<file path="src/rtl/tag_ram_nway_sync.sv">
// N-way set-associative tag store: valid bits, synchronous lookup with registered hit/way result.
// Optional TAGRAM_PARITY_EN adds an even-parity bit over {vld, tag} per entry and drives par_err.
module tag_ram_nway_sync #(
  parameter int AWIDTH = 3,
  parameter int TWIDTH = 14,
  parameter int WAYW   = 1
) (
  input  logic                            clock,
  input  logic                            reset,
  output logic                            init_busy,
  input  logic                            rd_en,
  input  logic [AWIDTH-1:0]               rd_set,
  input  logic [TWIDTH-1:0]               rd_tag,
  input  logic                            wr_en,
  input  logic [AWIDTH-1:0]               wr_set,
  input  logic [WAYW-1:0]                 wr_way,
  input  logic [TWIDTH-1:0]               wr_tag,
  input  logic                            wr_vld,
  output logic                            rsp_vld,
  output logic                            hit,
  output logic [(1<<WAYW)-1:0]            hit_vec,
  output logic [WAYW-1:0]                 hit_idx,
  output logic [(1<<WAYW)*TWIDTH-1:0]     rd_tags,
  output logic [(1<<WAYW)-1:0]            rd_vlds,
  output logic                            par_err
);
  localparam int DEPTH = 1 << AWIDTH;
  localparam int NWAYS = 1 << WAYW;

  typedef enum logic {INIT = 1'b0, IDLE = 1'b1} state_t;

  // Handshake: requests are single-cycle strobes, accepted only when init_busy=0;
  // an accepted rd_en yields exactly one rsp_vld pulse on the following cycle.
  state_t                 state;
  logic [AWIDTH-1:0]      sweep_cnt;
  logic [TWIDTH-1:0]      tag_mem [DEPTH][NWAYS];
  logic [NWAYS-1:0]       vld_mem [DEPTH];
`ifdef TAGRAM_PARITY_EN
  logic                   par_mem [DEPTH][NWAYS];
`endif

  logic                   rd_acc;
  logic                   wr_acc;
  logic [NWAYS-1:0]       bypass;
  logic [NWAYS-1:0]       eff_vld;
  logic [NWAYS*TWIDTH-1:0] eff_tags;
  logic [NWAYS-1:0]       match;
  logic [WAYW-1:0]        match_idx;
  logic                   par_err_d;

  assign init_busy = (state == INIT);
  assign rd_acc    = (state == IDLE) && rd_en;
  assign wr_acc    = (state == IDLE) && wr_en;

  // Write-first view of the looked-up set: a same-cycle fill overrides the stored way.
  always_comb begin
    bypass    = '0;
    eff_vld   = '0;
    eff_tags  = '0;
    match     = '0;
    match_idx = '0;
    par_err_d = 1'b0;
    for (int w = 0; w < NWAYS; w++) begin
      bypass[w] = wr_acc && (wr_set == rd_set) && (wr_way == WAYW'(w));
      eff_tags[w*TWIDTH +: TWIDTH] = bypass[w] ? wr_tag : tag_mem[rd_set][w];
      eff_vld[w] = bypass[w] ? wr_vld : vld_mem[rd_set][w];
      match[w]   = eff_vld[w] && (eff_tags[w*TWIDTH +: TWIDTH] == rd_tag);
`ifdef TAGRAM_PARITY_EN
      if (!bypass[w] && (^{vld_mem[rd_set][w], tag_mem[rd_set][w], par_mem[rd_set][w]}))
        par_err_d = 1'b1;
`endif
    end
    for (int w = NWAYS - 1; w >= 0; w--) begin
      if (match[w]) match_idx = WAYW'(w);
    end
  end

  always_ff @(posedge clock) begin
    if (reset) begin
      state     <= INIT;
      sweep_cnt <= '0;
      rsp_vld   <= 1'b0;
      hit       <= 1'b0;
      hit_vec   <= '0;
      hit_idx   <= '0;
      rd_tags   <= '0;
      rd_vlds   <= '0;
      par_err   <= 1'b0;
    end else begin
      rsp_vld <= rd_acc;
      if (state == INIT) begin
        vld_mem[sweep_cnt] <= '0;
        sweep_cnt          <= sweep_cnt + AWIDTH'(1);
        if (sweep_cnt == AWIDTH'(DEPTH - 1)) state <= IDLE;
      end else if (wr_en) begin
        vld_mem[wr_set][wr_way] <= wr_vld;
      end
      if (rd_acc) begin
        hit     <= |match;
        hit_vec <= match;
        hit_idx <= match_idx;
        rd_tags <= eff_tags;
        rd_vlds <= eff_vld;
        par_err <= par_err_d;
      end
    end
  end

  // Tags are never cleared; the sweep only rewrites parity for the now-invalid entries.
  always_ff @(posedge clock) begin
    if (!reset) begin
      if (wr_acc) tag_mem[wr_set][wr_way] <= wr_tag;
`ifdef TAGRAM_PARITY_EN
      if (state == INIT) begin
        for (int w = 0; w < NWAYS; w++) par_mem[sweep_cnt][w] <= ^tag_mem[sweep_cnt][w];
      end else if (wr_en) begin
        par_mem[wr_set][wr_way] <= ^{wr_vld, wr_tag};
      end
`endif
    end
  end

endmodule

</file>
<file path="config.mk">
export PLATFORM = sky130hd
export DESIGN_NAME = tag_ram_nway_sync
export DESIGN_NICKNAME = d
export VERILOG_FILES = /design/src/rtl/tag_ram_nway_sync.sv
export SDC_FILE = /design/constraint.sdc
export NUM_CORES = 1
export LEC_CHECK = 0
export BUFFER_PORTS_ARGS = -buffer_cell sky130_fd_sc_hd__buf_2
export CAP_MARGIN = 20
export CORE_MARGIN = 1
export CORE_UTILIZATION = 54
export CTS_BUF_LIST = sky130_fd_sc_hd__clkbuf_16
export CTS_CLUSTER_DIAMETER = 60
export DETAILED_ROUTE_END_ITERATION = 10
export HOLD_SLACK_MARGIN = 0.05
export PLACE_DENSITY = 0.75
export RECOVER_POWER = 100
export SLEW_MARGIN = 25
export SYNTH_ARGS = -nofsm -noshare
export SYNTH_HDL_FRONTEND = slang
export SYNTH_SLANG_ARGS = --single-unit
</file>
<file path="constraint.sdc">
create_clock -name clock -period 2.9 [get_ports clock]
set_input_delay 0.435 -clock clock [delete_from_list [all_inputs] [get_ports clock]]
set_output_delay 0.435 -clock clock [all_outputs]
set_load 0.05 [all_outputs]
</file>
# ---- Yosys cells after proc, flatten, opt, wreduce, memory -nomap -nowiden
# Memory sizes are Yosys's and may differ from the RTL's.
# Cells that the tools add are included.
dict set report totals {
  output_inout_bits 37
  wordCells 58
  mem_bits_rw 240
  register_bits 39
  n_memories 2
}
dict set report classes {
  reduce_logical 11
  order_cmp 4
  n_bitwise 3
  addsub 1
  muxes 25
  eq_ne 4
}
# memory words width read_ports rd_clocked_by_memory_dff write_ports line_no
set mem_list {}
lappend mem_list {tag_mem 8 28 1 0 1 36} ;# logic [TWIDTH-1:0] tag_mem [DEPTH][NWAYS];
lappend mem_list {vld_mem 8 2 1 0 1 37} ;# logic [NWAYS-1:0] vld_mem [DEPTH];
# cell count
set ops {}
lappend ops {{$mux 14} 3}
lappend ops {{$eq 14x14->1} 2}
lappend ops {{$mux 28} 1}
lappend ops {{$mux 1} 15}
lappend ops {{$demux 14 s1} 1}
lappend ops {{$logic_and 1x1->1} 9}
lappend ops {{$mux 2} 3}
lappend ops {{$reduce_or 2->1} 2}
lappend ops {{$add 3x1->3 const B} 1}
lappend ops {{$eq 3x3->1} 1}
lappend ops {{$eq 3x3->1 const B} 1}
lappend ops {{$mux 3} 1}
lappend ops {{$ge 2x2->1 const B} 1}
lappend ops {{$lt 1x2->1 const B} 1}
lappend ops {{$lt 2x1->1 const B} 1}
lappend ops {{$not 1->1} 2}
lappend ops {{$not 1->2} 1}
lappend ops {{$demux 1 s1} 1}
lappend ops {{$ge 1x1->1 const B} 1}

# ---- Longest topological paths before layout
# Gate-level depths: netlist of run 1.
dict set report depth {
  ltp_word 8
  ltp_mapped 12
}

# ---- Worst setup path after synthesis of run 1
# No wires, ideal clock.
dict set report synth_path {
  kind {register -> register}
  from {register state}
  to {memory tag_mem[4][14] (netlist name) (enable)}
  path_stages_with_launch 6
  t_required_ps 2497
  arrival_ps 2454
  n_path_buf 1
  setup_time_ps 403
  slack_ps 43
  path_cell_list {dfxtp_1 clkbuf_1 nand2_1 nor2_1 nand3b_1 nor3_1}
}
dict set report synth_via {
  elab_chain_cells 4
}
# element line_no
set synth_rtl {}
lappend synth_rtl {{from (decl)} 34} ;# state_t state;
lappend synth_rtl {{from (signal assigned)} 80} ;# state <= INIT;
lappend synth_rtl {{from (signal assigned)} 94} ;# if (sweep_cnt == AWIDTH'(DEPTH - 1)) state <= IDLE;
lappend synth_rtl {{$logic_and 1x1->1} 53} ;# assign wr_acc = (state == IDLE) && wr_en;
lappend synth_rtl {{$mux 1} 112} ;# if (wr_acc) tag_mem[wr_set][wr_way] <= wr_tag;
lappend synth_rtl {{$mux 1} 111} ;# if (!reset) begin
lappend synth_rtl {{$mux 28 (not written as such)} 112}
lappend synth_rtl {{to (decl)} 36}
# Every way passes these cells.

# ---- Worst setup path in the final report of run 1
dict set report layout_path {
  from {input rd_set[0]}
  to {register hit_idx}
}
dict set report layout_via {
  elab_chain_cells 8
}
# element line_no
set layout_rtl {}
lappend layout_rtl {{from (decl)} 12} ;# input logic [AWIDTH-1:0] rd_set,
lappend layout_rtl {{branches (longest 7 deep; another with $mem_v2 8x28)} -}
lappend layout_rtl {{$mux 1 *} 74} ;# if (match[w]) match_idx = WAYW'(w);
lappend layout_rtl {{to (signal assigned)} 101} ;# hit_idx <= match_idx;
lappend layout_rtl {{to (decl)} 22} ;# output logic [WAYW-1:0] hit_idx,
# Mark *: on every way between the ends.
# A chain may end at the register's enable or synchronous reset.

==> flow_summary.yaml, run 1 <==
grt:
  grt_pass1_vias: 7265
  antenna_found_initial: 0
  grt_usage: 0.277
  grt_max_degree: 34
  gr-total-overflow: 0
  grt_pass1_wl_um: 44500
setup_path:
  cp.required_ns: 3.36
  rr_endpoint: "hit_idx"
  endpoint_kind: "flop"
  worstPathCellList: "buf_2 -> buf_4 -> xnor2_1 -> and4_1 -> clkbuf_1 -> nand2_1 -> o211ai_1 -> nand4b_1 -> nor4_1 -> buf_4 -> o2111ai_1 -> a21oi_1"
  critPathKind: "input pin to flop"
  worst_path_largest_cell_delay_ns: 0.48
  critPathMaxFanout: 10
  worst-r2r-cell-count: 10
  crit_slowest_cell: "and4_1"
  cp.arrival_ns: 3.13
  path_common_cell: "buf_4"
  r2r-start: "state"
  critPathLaunch: "rd_set[0]"
  critical-path-top-delay-family: "simple AND/OR/NAND/NOR gates"
  crit_path_end: "hit_idx"
  rrSetupSlack_ns: 0.23
  startpoint_type: "input pin"
  worst-path-stages: 12
  path_buf_inv: 4
synthesis:
  syn_nets: 825
  synth_edf_count: 240
  syn_avg_cell_area_um2: 15.0
  yosys.area_share.simple: 0.0781
  synth_top_family_by_area: "multiplexers"
  synth_compound_area_frac: 0.0623
  yosysTopAreaCellShare: 0.612
  synth_warnings: 0
  synth-xor-area-share: 0.0186
  yosys-mux-area-fraction: 0.137
  synth_seq_cells: 279
  syn_inst: 783
  yosys.area.top_type: "edfxtp_1"
  synth.distinct_cells: 61
  yosysSeqAreaShare: 0.679
  netlist_area_um2: 11800
  synth_adder_area_share: 0.00213
  synth-main-ff-cell: "edfxtp_1"
  yosys-top-cells-area: "edfxtp_1 61%, dfxtp_1 6.6%, mux4_2 5.5%"
  synthArstFlopShare: 0
finish:
  register_area_um2: 7990
  fin_nets: 992
  num-fill-cells: 1542
  post-route-util: 0.650
  drive_gt1_frac: 0.203
  design_area_um2: 13800
  multi_input_area_um2: 3520
  area_growth_syn_to_layout_pct: 17.1
  antenna_cells: 0
cts:
  post_cts_resize_count: 0
  clk_pin_slew_ns: 0.06
  clk_latency_ns: 0.54
  numCtsBuffers: 28
  clock-sinks: 279
  clk_path_buf_depth: 3
  cts_hold_buf: 0
  htreeDepth: 1
  cts_root_buf: "clkbuf_16"
  cts_setup_buffers: 0
  tritoncts: "yes"
floorplan:
  pin_count: 77
  core.rowCount: 53
  chipHeight_um: 150
  start_util: 0.555
  fp.dieArea_um2: 22400
  fp.dieW_um: 150
  coreArea_um2: 21200
power_and_ir_drop:
  switchingPower_w: 0.00185
  p_int_w: 0.00650
  irDropWorstVdd_mv: 0.489
  pwr-share-clk: 0.401
  pwr-share-comb: 0.075
  p_leak_nw: 4.83
  power.density_nw_per_um2: 606
  power_frac_seq: 0.524
  sw_frac_of_total: 0.221
placed_design:
  portBuffers: 75
  placed_area_um2: 13100
  dp_slack_ns: -0.297
  dpl.hpwl_um: 20800
  routabilityCongestion: 0.965
flow_run:
  drv_cap: 0
route:
  wl_per_cell_um: 24.5
  drt_pass1_iterations: 5
  drt_iter0_drc: 715
  num_vias: 7665
  final_antenna_net_count: 0
  drt-total-wl_um: 30600
  drc: 0
  viasPerCell: 6.15
sta:
  min_period_ns: 2.68
  finalSetupTns_ns: 0
  finalHoldViolations: 0
  max_slew_margin: 0.322
  layout_worst_path_cycle_share: 0.922
  rsz0062_at_grt: "false"
  drv_slew: 0
  fin_ws_ns: 0.225
  max_freq_mhz: 374
  hold_slack_ns: 0.187
  worst_slew_pin_slew_ns: 1.02
  finalSetupViolations: 0
  fin_skew_ns: 0.0129
min_path:
  hold_path_depth: 2
  min_path_type: "input pin to flop"
status:
  status: "completed"
[how the worst min path moves through the flow]
| stage | startpoint | endpoint | slack (ns) |
|---|---|---|---|
| 4_1_cts | reset | sweep_cnt[0] | 0.16 |
| 3_5_place_dp | rd_vlds[0] | rd_vlds[0] | 0.45 |
| 6_report | reset | state | 0.19 |
| 2_1_floorplan | sweep_cnt[1] | sweep_cnt[1] | 0.51 |
| 3_3_place_gp | rd_tags[16] | rd_tags[16] | 0.44 |
| 5_1_grt | reset | state | 0.19 |
[cells in the mapped netlist, types with 3 or more instances]
master and instances:
xor2_1 8, edfxtp_1 240, o2111ai_1 3, buf_4 9, o21ai_0 9, clkbuf_1 18
a221oi_1 7, buf_1 6, inv_1 15, mux4_2 29, a21oi_1 32, buf_2 8
nand4_1 3, o22ai_1 12, and2_1 9, nor2b_1 3, nand2_1 43, xnor2_1 17
mux2i_1 59, mux4_1 6, and3_1 4, dfxtp_1 39, nor2_1 90, a211oi_1 14
mux2_2 17, o22a_1 3, nor3_1 14, nand3_1 6, o211ai_1 5, a31oi_1 4
nand2b_1 12, nor4_1 3
[stage by stage]
step,power (W),std cells
4_1_cts,0.00838,1246
3_3_place_gp,0.00507,1195
3_5_place_dp,0.00508,1195
2_1_floorplan,0.00478,783
6_report,0.00835,1246
5_1_grt,0.00856,1246
[layout make-up]
class                           instances  share of cell area
Sequential cell                       279               0.580
Timing Repair Buffer                  179              0.0743
Tap cell                              275              0.0250
Clock inverter                         22             0.00944
Clock buffer                           29              0.0527
Inverter                               15             0.00408
Multi-Input combinational cell        447               0.255
[power by group through the flow]
stage,logic (W),clock network [W],registers [W]
floorplan,0.000325,0,0.00446
global placement,0.000619,0,0.00445
detailed placement,0.000627,0,0.00445
CTS,0.000631,0.00338,0.00437
global route,0.000658,0.00354,0.00437
finish,0.000626,0.00335,0.00437
[cells in the final DEF, fill, tap and decap left out, drive strengths merged, types with 17 or more instances in the layout]
cell,netlist,final
mux2i,60,60
buf,24,101
clkbuf,18,107
nand2,43,43
mux2,17,17
mux4,35,35
inv,15,19
edfxtp,240,240
nor2,90,90
xnor2,17,17
dfxtp,39,39
a21oi,32,32
[metal layers]
layer  track usage  vias up  wire (um)
li1              -     3337          -
met1         0.392     3805      12300
met2         0.450      458      14600
met3        0.0314       65       2800
met4        0.0913        0        897
met5             0        -          0
[kinds of logic (layout without fill, tap and decap cells)]
family / Yosys count / in the layout
flip-flops: 279 / 279
AND/OR/NAND/NOR: 199 / 199
multiplexers: 112 / 112
AO/OA/AOI/OAI: 108 / 108
buffers and inverters: 57 / 245
XOR/XNOR: 25 / 25
adder cells (fa/ha/maj): 2 / 2
other: 1 / 1
[sequential cells by signal, indices dropped and copies added, names as in the netlist]
| signal | count |
|---|---|
| rd_tags | 28 |
| hit_vec | 2 |
| sweep_cnt | 3 |
| state | 1 |
| rd_vlds | 2 |
| vld_mem | 16 |
| rsp_vld | 1 |
| hit_idx | 1 |
| tag_mem | 224 |
| hit | 1 |
(Power assumes the default switching activity.)
==> run 2: changes to the inputs <==
--- a/config.mk
+++ b/config.mk
@@ -15,6 +15,7 @@
 export HOLD_SLACK_MARGIN = 0.05
 export PLACE_DENSITY = 0.75
 export RECOVER_POWER = 100
+export REMOVE_ABC_BUFFERS = 1
 export SLEW_MARGIN = 25
 export SYNTH_ARGS = -nofsm -noshare
 export SYNTH_HDL_FRONTEND = slang
==> run 2 against run 1 <==
Effect of this change:
- critical path depth shrank 5
- fmax fell by 0.67%
- via count fell by 1.1%
- wire length decreased by 1.9%
- highest routed layer unchanged
- combinational power barely moved
- clock-buffer cell count shrank 1
==> flow_summary.yaml, run 2 (same netlist as run 1, synthesis figures left out) <==
status:
  status: "completed"
sta:
  drv_slew: 0
  finalSetupTns_ns: 0
  finalSetupViolations: 0
  fin_skew_ns: 0.0191
  worst_slew_pin_slew_ns: 1.24
  max_slew_margin: 0.173
  layout_worst_path_cycle_share: 0.929
  min_period_ns: 2.69
  hold_slack_ns: 0.229
  finalHoldViolations: 0
  rsz0062_at_grt: "false"
  max_freq_mhz: 371
route:
  final_antenna_net_count: 0
  drc: 0
  drt_pass1_iterations: 4
  viasPerCell: 6.09
  drt-total-wl_um: 30000
  drt_iter0_drc: 805
  num_vias: 7579
  wl_per_cell_um: 24.1
power_and_ir_drop:
  power.density_nw_per_um2: 603
  irDropWorstVdd_mv: 0.358
  sw_frac_of_total: 0.223
  p_int_w: 0.00645
  pwr-share-clk: 0.399
  power_frac_seq: 0.526
  pwr-share-comb: 0.075
  switchingPower_w: 0.00185
  p_leak_nw: 4.83
finish:
  area_growth_syn_to_layout_pct: 17.0
  drive_gt1_frac: 0.201
  design_area_um2: 13800
  largest_register: "tag_mem"
  fin_nets: 991
  final_common_cell: "edfxtp_1"
  num-fill-cells: 1530
  reg_top3: "tag_mem: 224 flops, rd_tags: 28 flops, vld_mem: 16 flops"
  antenna_cells: 0
  final_cell_mix: "240 x edfxtp_1, 90 x nor2_1, 70 x clkbuf_1"
  largest_reg_flops: 224
floorplan:
  chipHeight_um: 150
  core.rowCount: 53
  pin_count: 77
  fp.dieArea_um2: 22400
  coreArea_um2: 21200
  fp.dieW_um: 150
  start_util: 0.555
placed_design:
  portBuffers: 75
  placed_area_um2: 13100
  dpl.hpwl_um: 20200
  routabilityCongestion: 0.917
cts:
  cts_setup_buffers: 0
  post_cts_resize_count: 0
  clk_pin_slew_ns: 0.06
  numCtsBuffers: 28
  cts_hold_buf: 0
  htreeDepth: 1
  clock-sinks: 279
  cts_root_buf: "clkbuf_16"
  clk_latency_ns: 0.55
  clk_path_buf_depth: 3
  tritoncts: "yes"
setup_path:
  cp.arrival_ns: 2.86
  crit_slowest_cell: "clkbuf_2"
  worstPathCellList: "clkbuf_1 -> nand2_1 -> nor2_1 -> clkbuf_1 -> nand3_1 -> nor2_1 -> clkbuf_2"
  endpoint_kind: "flop"
  cp.required_ns: 3.07
  critical-path-top-delay-family: "buffers and inverters"
  worst_path_largest_cell_delay_ns: 0.53
  startpoint_type: "flop"
  critPathKind: "flop to flop"
  path_buf_inv: 3
  critPathMaxFanout: 14
flow_run:
  drv_cap: 0
grt:
  grt_pass1_vias: 7423
  gr-total-overflow: 0
  grt_pass1_wl_um: 44600
  grt_usage: 0.275
  grt_max_degree: 40
  antenna_found_initial: 0
min_path:
  min_path_type: "input pin to flop"
## run 2: worst register-to-register path, delay by kind of cell, from the launching register on
kind / cells / cell delay [ns]
DFF: 1 / 0.35
and+or+nand+nor: 4 / 0.65
buffers and inverters: 3 / 1.33
## run 2: per-layer routing
metal  global-route usage  part of all wire  vias to the layer above
met2                0.444              0.48                      373
met1                0.386              0.41                     3791
li1                     -                 -                     3350
met3               0.0384             0.090                       65
met4               0.0923             0.027                        0
met5                    0                 0                        -
## run 2: final cells by class
| type | count | area [um^2] | share of cell area |
|---|---|---|---|
| repair buffers | 178 | 1020 | 0.0740 |
| clock buffers | 28 | 701 | 0.0509 |
| flip-flops and latches | 279 | 7990 | 0.580 |
| well taps | 275 | 344 | 0.0250 |
| clock inverters | 23 | 138 | 0.00999 |
| multi-input cells | 447 | 3530 | 0.256 |
| inverters | 15 | 56.3 | 0.00409 |
## run 2: power groups by stage
stage | registers, W | clock network [W] | logic, W
after floorplan | 0.00446 | 0 | 0.000266
after global placement | 0.00445 | 0 | 0.000614
after detailed placement | 0.00445 | 0 | 0.000626
after CTS | 0.00437 | 0.00334 | 0.000631
after global routing | 0.00437 | 0.00350 | 0.000667
final | 0.00437 | 0.00331 | 0.000624
## run 2: worst paths after layout
kind,startpoint,endpoint,slack (ns),cells after the start
hold / removal,wr_tag[10],tag_mem[0][10],0.23,1
setup reg to reg,state,tag_mem[6][2],0.21,7
hold reg to reg,rd_tags[21],rd_tags[21],0.45,2
setup / recovery,state,tag_mem[6][2],0.21,7
## run 2: per-stage QoR
| stage | total power [W] | util | cells | setup WS (ns) |
|---|---|---|---|---|
| 6_report | 0.00830 | 0.649 | 1245 | 0.207 |
| 5_1_grt | 0.00853 | 0.649 | 1245 | 0.0488 |
| 4_1_cts | 0.00834 | 0.658 | 1245 | 0.246 |
| 3_5_place_dp | 0.00508 | 0.619 | 1194 | -0.144 |
| 3_3_place_gp | 0.00507 | 0.619 | 1194 | -0.135 |
| 2_1_floorplan | 0.00472 | - | 741 | 0.171 |
